[config.mk]
export PLATFORM = sky130hd
export DESIGN_NAME = game_sequencer_flat
export DESIGN_NICKNAME = d
export VERILOG_FILES = /design/src/rtl/game_sequencer_if.sv /design/src/rtl/game_sequencer.sv /design/src/flat_wrapper.sv
export SDC_FILE = /design/constraint.sdc
export NUM_CORES = 1
export LEC_CHECK = 0
export CELL_PAD_IN_SITES_DETAIL_PLACEMENT = 0
export CELL_PAD_IN_SITES_GLOBAL_PLACEMENT = 1
export CORE_MARGIN = 3
export CORE_UTILIZATION = 35
export DETAILED_ROUTE_END_ITERATION = 8
export GPL_ROUTABILITY_DRIVEN = 0
export PLACE_DENSITY_LB_ADDON = 0.1
export SLEW_MARGIN = 20
export SYNTH_ARGS = -nofsm -noshare
export SYNTH_HDL_FRONTEND = slang
export SYNTH_SLANG_ARGS = --single-unit
export TNS_END_PERCENT = 100
[constraint.sdc]
create_clock -name clk_i -period 2.87 [get_ports clk_i]
set_clock_uncertainty 0.2 [all_clocks]
set_input_delay 0.861 -clock clk_i [delete_from_list [all_inputs] [get_ports clk_i]]
set_output_delay 0.861 -clock clk_i [all_outputs]
set_load 0.01 [all_outputs]
[src/rtl/game_sequencer_if.sv]
// Game-flow bus between the game environment and game_sequencer.
// Inputs come from the player, formation and bullet blocks and from the frame timer.
// Outputs gate and reload those blocks.
// Handshake: none. Every signal is sampled on each rising clk edge.
// Pulses (level_load_o, player_reset_o) are high for exactly one cycle.
interface game_sequencer_if;
    logic       tick_i;
    logic       shoot_i;
    logic       hit_i;
    logic       cleared_i;
    logic       landed_i;
    logic       run_o;
    logic       flash_o;
    logic       level_load_o;
    logic       player_reset_o;
    logic [1:0] lives_o;
    logic [7:0] level_o;
    logic [5:0] state_o;

    // Environment side: drives the events, observes the controls.
    modport master (
        output tick_i, shoot_i, hit_i, cleared_i, landed_i,
        input  run_o, flash_o, level_load_o, player_reset_o, lives_o, level_o, state_o
    );

    // Sequencer side.
    modport slave (
        input  tick_i, shoot_i, hit_i, cleared_i, landed_i,
        output run_o, flash_o, level_load_o, player_reset_o, lives_o, level_o, state_o
    );
endinterface

[src/rtl/game_sequencer.sv]
// Game-flow controller: IDLE / PLAY / HIT_PAUSE / LEVEL_CLEAR / GAME_OVER / GAME_WON.
// It owns the lives and level counters and freezes the world (run_o=0) in pause and end states.
// Pause and end states accept a shoot edge only after hold_frames_p frame ticks.
// Optional macro GAME_SEQ_BONUS_LIFE_EN: entering an even level grants a spare life,
// up to max_lives_p.
module game_sequencer #(
    parameter int max_level_p   = 8,
    parameter int start_lives_p = 2,
    parameter int max_lives_p   = 3,
    parameter int hold_frames_p = 120
) (
    input  logic               clk_i,
    input  logic               reset_i,
    game_sequencer_if.slave    bus
);
    localparam int         HW          = $clog2(hold_frames_p + 1);
    localparam logic [HW-1:0] HOLD_MAX = HW'(hold_frames_p);
    localparam logic [7:0] MAX_LEVEL   = 8'(max_level_p);
    localparam logic [1:0] MAX_LIVES   = 2'(max_lives_p);
    // The reload value never exceeds the ceiling.
    localparam logic [1:0] START_LIVES =
        (start_lives_p > max_lives_p) ? MAX_LIVES : 2'(start_lives_p);

    typedef enum logic [5:0] {
        IDLE        = 6'b000001,
        PLAY        = 6'b000010,
        HIT_PAUSE   = 6'b000100,
        LEVEL_CLEAR = 6'b001000,
        GAME_OVER   = 6'b010000,
        GAME_WON    = 6'b100000
    } state_t;

    state_t        state_q;
    logic [HW-1:0] hold_q;
    logic [2:0]    flash_cnt_q;
    logic          shoot_prev_q;
    logic          run_q, flash_q, level_load_q, player_reset_q;
    logic [1:0]    lives_q;
    logic [7:0]    level_q;

    logic          shoot_edge;
    logic          held;
    logic [7:0]    next_level;

    // Rising edge of the button, the hold-satisfied flag and the next level number.
    assign shoot_edge = bus.shoot_i & ~shoot_prev_q;
    assign held       = (hold_q == HOLD_MAX);
    assign next_level = level_q + 8'd1;

    // Sequencer state, counters and registered outputs.
    always_ff @(posedge clk_i) begin
        if (reset_i) begin
            state_q        <= IDLE;
            hold_q         <= '0;
            flash_cnt_q    <= '0;
            shoot_prev_q   <= 1'b0;
            run_q          <= 1'b0;
            flash_q        <= 1'b0;
            level_load_q   <= 1'b0;
            player_reset_q <= 1'b0;
            lives_q        <= START_LIVES;
            level_q        <= 8'd1;
        end else begin
            shoot_prev_q   <= bus.shoot_i;
            level_load_q   <= 1'b0;
            player_reset_q <= 1'b0;
            if (bus.tick_i && !held) hold_q <= hold_q + HW'(1);

            case (state_q)
                IDLE: begin
                    if (shoot_edge) begin
                        state_q        <= PLAY;
                        hold_q         <= '0;
                        run_q          <= 1'b1;
                        level_load_q   <= 1'b1;
                        player_reset_q <= 1'b1;
                    end
                end
                PLAY: begin
                    // Priority is hit, then landed, then cleared.
                    if (bus.hit_i) begin
                        hold_q <= '0;
                        run_q  <= 1'b0;
                        if (lives_q != 2'd0) begin
                            state_q     <= HIT_PAUSE;
                            lives_q     <= lives_q - 2'd1;
                            flash_q     <= 1'b1;
                            flash_cnt_q <= '0;
                        end else begin
                            state_q <= GAME_OVER;
                        end
                    end else if (bus.landed_i) begin
                        state_q <= GAME_OVER;
                        hold_q  <= '0;
                        run_q   <= 1'b0;
                        lives_q <= 2'd0;
                    end else if (bus.cleared_i) begin
                        state_q <= (level_q >= MAX_LEVEL) ? GAME_WON : LEVEL_CLEAR;
                        hold_q  <= '0;
                        run_q   <= 1'b0;
                    end
                end
                HIT_PAUSE: begin
                    if (bus.tick_i) begin
                        flash_cnt_q <= flash_cnt_q + 3'd1;
                        if (flash_cnt_q == 3'd7) flash_q <= ~flash_q;
                    end
                    // Resume without reloading the formation.
                    if (held && shoot_edge) begin
                        state_q        <= PLAY;
                        hold_q         <= '0;
                        run_q          <= 1'b1;
                        flash_q        <= 1'b0;
                        player_reset_q <= 1'b1;
                    end
                end
                LEVEL_CLEAR: begin
                    if (held && shoot_edge) begin
                        state_q        <= PLAY;
                        hold_q         <= '0;
                        run_q          <= 1'b1;
                        level_q        <= next_level;
                        level_load_q   <= 1'b1;
                        player_reset_q <= 1'b1;
`ifdef GAME_SEQ_BONUS_LIFE_EN
                        if (!next_level[0] && lives_q < MAX_LIVES) lives_q <= lives_q + 2'd1;
`else
`endif
                    end
                end
                GAME_OVER, GAME_WON: begin
                    if (held && shoot_edge) begin
                        state_q <= IDLE;
                        hold_q  <= '0;
                        lives_q <= START_LIVES;
                        level_q <= 8'd1;
                    end
                end
                default: begin
                    state_q <= IDLE;
                    hold_q  <= '0;
                    run_q   <= 1'b0;
                    flash_q <= 1'b0;
                end
            endcase
        end
    end

    assign bus.run_o          = run_q;
    assign bus.flash_o        = flash_q;
    assign bus.level_load_o   = level_load_q;
    assign bus.player_reset_o = player_reset_q;
    assign bus.lives_o        = lives_q;
    assign bus.level_o        = level_q;
    assign bus.state_o        = state_q;
endmodule

[src/flat_wrapper.sv]
// flat-port wrapper written by rule: the top's interface ports become plain ports
module game_sequencer_flat 
#(
    parameter int max_level_p   = 8,
    parameter int start_lives_p = 2,
    parameter int max_lives_p   = 3,
    parameter int hold_frames_p = 120
)
  (clk_i, reset_i, bus_tick_i, bus_shoot_i, bus_hit_i, bus_cleared_i, bus_landed_i, bus_run_o, bus_flash_o, bus_level_load_o, bus_player_reset_o, bus_lives_o, bus_level_o, bus_state_o);
  game_sequencer_if bus_i ();
  input  logic clk_i;
  input  logic reset_i;
  input wire logic [$bits(bus_i.tick_i)-1:0] bus_tick_i;
  input wire logic [$bits(bus_i.shoot_i)-1:0] bus_shoot_i;
  input wire logic [$bits(bus_i.hit_i)-1:0] bus_hit_i;
  input wire logic [$bits(bus_i.cleared_i)-1:0] bus_cleared_i;
  input wire logic [$bits(bus_i.landed_i)-1:0] bus_landed_i;
  output wire logic [$bits(bus_i.run_o)-1:0] bus_run_o;
  output wire logic [$bits(bus_i.flash_o)-1:0] bus_flash_o;
  output wire logic [$bits(bus_i.level_load_o)-1:0] bus_level_load_o;
  output wire logic [$bits(bus_i.player_reset_o)-1:0] bus_player_reset_o;
  output wire logic [$bits(bus_i.lives_o)-1:0] bus_lives_o;
  output wire logic [$bits(bus_i.level_o)-1:0] bus_level_o;
  output wire logic [$bits(bus_i.state_o)-1:0] bus_state_o;
  assign bus_i.tick_i = bus_tick_i;
  assign bus_i.shoot_i = bus_shoot_i;
  assign bus_i.hit_i = bus_hit_i;
  assign bus_i.cleared_i = bus_cleared_i;
  assign bus_i.landed_i = bus_landed_i;
  assign bus_run_o = bus_i.run_o;
  assign bus_flash_o = bus_i.flash_o;
  assign bus_level_load_o = bus_i.level_load_o;
  assign bus_player_reset_o = bus_i.player_reset_o;
  assign bus_lives_o = bus_i.lives_o;
  assign bus_level_o = bus_i.level_o;
  assign bus_state_o = bus_i.state_o;
  game_sequencer #(.max_level_p(max_level_p), .start_lives_p(start_lives_p), .max_lives_p(max_lives_p), .hold_frames_p(hold_frames_p)) u_core (.clk_i(clk_i), .reset_i(reset_i), .bus(bus_i));
endmodule
---- Yosys cells after proc, flatten, opt, wreduce, memory -nomap -nowiden ----
Index checks and enable logic that the tools add are counted.
word-level totals
  flip-flop bits (word level) ............. 31
  bits of input ports ..................... 7
  output and inout bits ................... 20
  word-level logic and storage cells ...... 101
cells by class
  add/subtract/negate cells ............... 4
  $lt $le $gt $ge ......................... 1
  eq/ne operators ......................... 20
  multiplexer cells ....................... 44
  bitwise logic cells ..................... 5
  reductions and logical operators ........ 17
operators with widths
  kind                                                  count
  2-to-1 mux 6 bit                                      7
  2-to-1 mux 7 bit                                      6
  one-hot mux 6 bit (4 select lines)                    1
  one-hot mux 7 bit (3 select lines)                    1
  2-to-1 mux 8 bit                                      2
  one-hot mux 8 bit (2 select lines)                    1
  AND reduction 4 bit                                   4
  2-to-1 mux 1 bit                                      12
  != test 2 x 1 -> 1 bit (second input constant)        5
  2-to-1 mux 3 bit                                      3
  adder 8 x 1 -> 8 bit (second input constant)          1
  >= comparator 8 x 4 -> 1 bit (second input constant)  1
  2-to-1 mux 2 bit                                      4
  nonzero test 2 bit                                    4
  OR reduction 4 bit                                    2
  adder 7 x 1 -> 7 bit (second input constant)          1
  == test 7 bit (second input constant)                 1
  == test 6 x 1 -> 1 bit (second input constant)        1
  == test 6 x 2 -> 1 bit (second input constant)        1
  == test 6 x 3 -> 1 bit (second input constant)        1
  == test 6 x 4 -> 1 bit (second input constant)        1
  == test 6 x 5 -> 1 bit (second input constant)        1
  == test 6 bit (second input constant)                 1
  != test 3 x 2 -> 1 bit (second input constant)        2
  20 further kinds                                      27

---- Logic depth before layout (Yosys ltp) ----
  word-level depth ........................ 8
  gate-level depth with buffers ........... 9
  gate-level depth less buffers ........... 8

---- Worst setup path before layout ----
No wires, ideal clock.
  path kind ............................... input-to-reg
  start point ............................. input port bus_landed_i
  end point ............................... register u_core.state_q[2], in the netlist u_core.bus.state_o[2]
  library setup time ...................... 0.092 ns
  data arrival time ....................... 2.094 ns
  required time ........................... 2.578 ns
  setup slack ............................. 0.484 ns
  cell stages on the path ................. 6
  path buffers ............................ 1
  cells stage by stage .................... or2_2 o32ai_2 a21oi_2 or2_1 buf_6 o32ai_1
on the way
  word-level cells in the longest chain between the ends .. 3
  elaborated cells between the ends (all ways) .. 5
  classes of those cells .................. eq/ne (1); mux (3); reduce/logical (1)
RTL lines
  what                                line                  text
  from (decl)                         flat_wrapper.sv:17    input wire logic [$bits(bus_i.landed_i)-1:0] bus_landed_i;
  2-to-1 mux 6 bit                    game_sequencer.sv:92  end else if (bus.landed_i) begin
  2-to-1 mux 6 bit                    game_sequencer.sv:81  if (bus.hit_i) begin
  one-hot mux 6 bit (4 select lines)  game_sequencer.sv:69  case (state_q)
  to (signal assigned)                game_sequencer.sv:98  state_q <= (level_q >= MAX_LEVEL) ? GAME_WON : LEVEL_CLEAR;
  to (decl)                           game_sequencer.sv:33  state_t state_q;
Several ways; a longest one is shown, not always the timed one.
A chain may end at the register's enable or synchronous reset.

---- Worst setup path in the final report ----
  start point ............................. input port bus_landed_i
  end point ............................... register u_core.hold_q[4]
on the way
  word-level cells in the longest chain between the ends .. 3
RTL lines
  what                                line                  text
  2-to-1 mux 7 bit                    game_sequencer.sv:92
  2-to-1 mux 7 bit                    game_sequencer.sv:81
  one-hot mux 7 bit (3 select lines)  game_sequencer.sv:69
  to (signal assigned)                game_sequencer.sv:67  if (bus.tick_i && !held) hold_q <= hold_q + HW'(1);
  to (decl)                           game_sequencer.sv:34  logic [HW-1:0] hold_q;
Every way passes these cells.

==> impl_metrics.tcl <==
set metrics [dict create \
    slew_viol_final 0 \
    maxCapViolations 0 \
    grt-ovfl-total 0 \
    postPlaceCellArea_mm2 0.00203 \
    routed_wl_um 3970 \
    r2r_end "u_core.hold_q[4]" \
    required_ns 2.90 \
    synth_compound_area_share_pct 14.9 \
    post_cts_buffers 0 \
    critical_path.cell_chain "clkdlybuf4s50_1 > or2_2 > o32ai_2 > a21oi_2 > or2_1 > buf_4 > nor2_1" \
    ys_types 44 \
    via_per_inst 5.16 \
    async_flop_share_pct 0 \
    synth_xor_area_share_pct 6.76 \
    rows 24 \
    leakage_uw 0.000813 \
    vdd_ir_drop_max_mv 0.212 \
    wl_per_cell_um 13.9 \
    grt_use_total_pct 15.5 \
    hp-class "reg -> reg" \
    rsz0062_at_grt "false" \
    clk_latency_ns 0.29 \
    synth_cells 196 \
    p_total_uw 1210 \
    grt_pass1_vias 1427 \
    startpoint_type "primary input" \
    hp-start "u_core.bus.run_o" \
    synthMuxAreaShare_pct 3.05 \
    whs_path_depth 2 \
    synthFlopType "dfxtp_1" \
    diodes 0 \
    cp_max_fo 7 \
    port_buffers 26 \
    num_vias 1471 \
    ys_seq_area_share_pct 36.8 \
    post-synth-top-count-cell "dfxtp_1" \
    synth-edff-count 0 \
    yosysWarnings 0 \
    cp.arrival_ns 2.65 \
    synth_top_cell_by_area "dfxtp_1" \
    ys_ff_latch 31 \
    hold_path_end "u_core.bus.run_o" \
    fin_crit_ns 2.62 \
    relSlewSlack_pct 68.0 \
    dp.cells 277 \
    design_area_mm2 0.00213 \
    max_stage_delay_ns 0.43 \
    fmax_ghz 0.382 \
    reg2reg_depth 7 \
    critical_path_class "in -> reg" \
    p_per_area_mw_per_mm2 567 \
    worst_pin_slew_ns 0.479 \
    firstDrtPassIters 4 \
    synth_top_family_by_area "simple AND/OR/NAND/NOR gates" \
    setup_viol 0 \
    synthSimpleGateAreaFrac_pct 27.6 \
    synthAdderAreaFrac_pct 5.20 \
    r2r_slack_ns 0.46 \
    area_delta_synth_final_pct 26.5 \
    reg2reg_from "u_core.bus.state_o[3]" \
    antenna_found_initial 0 \
    slowest_stage "clkdlybuf4s50_1" \
    die_area_mm2 0.00568 \
    endpoint_kind "flop" \
    syn_avg_cell_area_um2 8.59 \
    status "completed" \
    ctsHoldBuffers 0 \
    whs_ns 0.276 \
    drt_iter0_drc 126 \
    synth_top_area_share_pct 36.8 \
    grt_start_max_net_pins 13 \
    die_h_um 75.4 \
    clk_path_buf_depth 2 \
    cts_buffers 5 \
    netlist_top_cells_area "dfxtp_1 (37%), nor2_1 (6.2%), ha_1 (5.2%), xor2_1 (3.6%), nand2_1 (3.6%)" \
    cts_max_level 2 \
    initial_core_util_pct 37.4 \
    instances_no_fill 285 \
    drive_gt1_share_pct 12.9 \
    cts_root_buf "clkbuf_8" \
    hold_violations 0 \
    netlist_area_mm2 0.00168 \
    clock-sinks 31 \
    ctsResizeCount 0 \
    pin_count 27 \
    fp.coreArea_mm2 0.00450 \
    syn-num-nets 210 \
    finalNetCount 246 \
    fp.dieW_um 75.4 \
    dp.final_hpwl_um 2980 \
    min_period_over_period_pct 91.3 \
    grt_pass1_wl_um 6620 \
    final_util_pct 47.3 \
    drc 0 \
    synth_commonest_cells "dfxtp_1 (31), nor2_1 (28), nand2_1 (16)" \
    cts_tree "yes" \
    ant_nets 0 \
    path_clk_slew_ns 0.07 \
]
[worst max-delay path: cells and delay by family]
kind            cells  cell delay (ns)
compound gates      2             0.48
buf+inv             2             0.60
simple gates        3             0.70
[registers in the layout, summed over array words and instances, names as in the netlist]
name	count
u_core.bus.flash_o	1
u_core.bus.level_load_o	1
u_core.bus.level_o	8
u_core.bus.lives_o	2
u_core.bus.player_reset_o	1
u_core.bus.run_o	1
u_core.bus.state_o	6
u_core.flash_cnt_q	3
u_core.hold_q	7
u_core.shoot_prev_q	1
[layer usage]
metal | global-route usage (%) | part of all wire (%)
met1 | 21.6 | 50
met2 | 22.2 | 44
met3 | 4.22 | 3.8
met4 | 7.38 | 1.8
met5 | 0 | 0
[worst max-delay path by stage]
| stage | start | end | depth (start not counted) |
|---|---|---|---|
| 4_1_cts | bus_landed_i | u_core.hold_q[4] | 7 |
| 3_5_place_dp | bus_landed_i | u_core.hold_q[4] | 7 |
| 6_report | bus_landed_i | u_core.hold_q[4] | 7 |
| 3_3_place_gp | bus_landed_i | u_core.hold_q[6] | 7 |
| 2_1_floorplan | bus_landed_i | u_core.bus.state_o[2] | 6 |
| 5_1_grt | bus_landed_i | u_core.hold_q[0] | 7 |
[kinds of logic (layout without fill, tap and decap cells)]
kind of cell,after synthesis,in the layout
adders and majority gates,7,7
xor gates and xnor gates,13,13
DFF,31,31
and+or+nand+nor,87,87
AOI/OAI and AO/OA,36,36
muxes,5,5
buffers and inverters,17,54
[cell usage in the layout (no fill, tap or decap), types with 4 or more instances in the layout]
master           instances
a21oi_1                  9
and3_1                   4
buf_4                   11
clkbuf_8                 7
clkdlybuf4s50_1         26
dfxtp_1                 31
ha_1                     7
inv_1                    9
mux2i_1                  4
nand2_1                 16
nand3_1                  5
nand4_1                  5
nor2_1                  28
nor3_1                   5
o21ai_0                  6
xnor2_1                  6
xor2_1                   7
[metrics by stage]
step / setup WS, ns / setup TNS, ns
detailed placement: -0.0265 / -0.132
floorplan: 0.484 / 0
finish: 0.250 / 0
global placement: 0.0542 / 0
global route: 0.170 / 0
CTS: 0.256 / 0
[where the power goes]
| group | switching (uW) | internal, uW | total, uW |
|---|---|---|---|
| logic | 154 | 161 | 314 |
| registers | 45.8 | 463 | 508 |
| clock network | 166 | 219 | 385 |
[area by class of cell]
class	instances	area [um^2]
clock buffer	8	100
fill	439	2370
inverter	9	33.8
multi-input combinational	148	968
sequential	31	621
tap	52	65.1
timing repair buffer	37	343
Power figures use the tool's default switching activity.
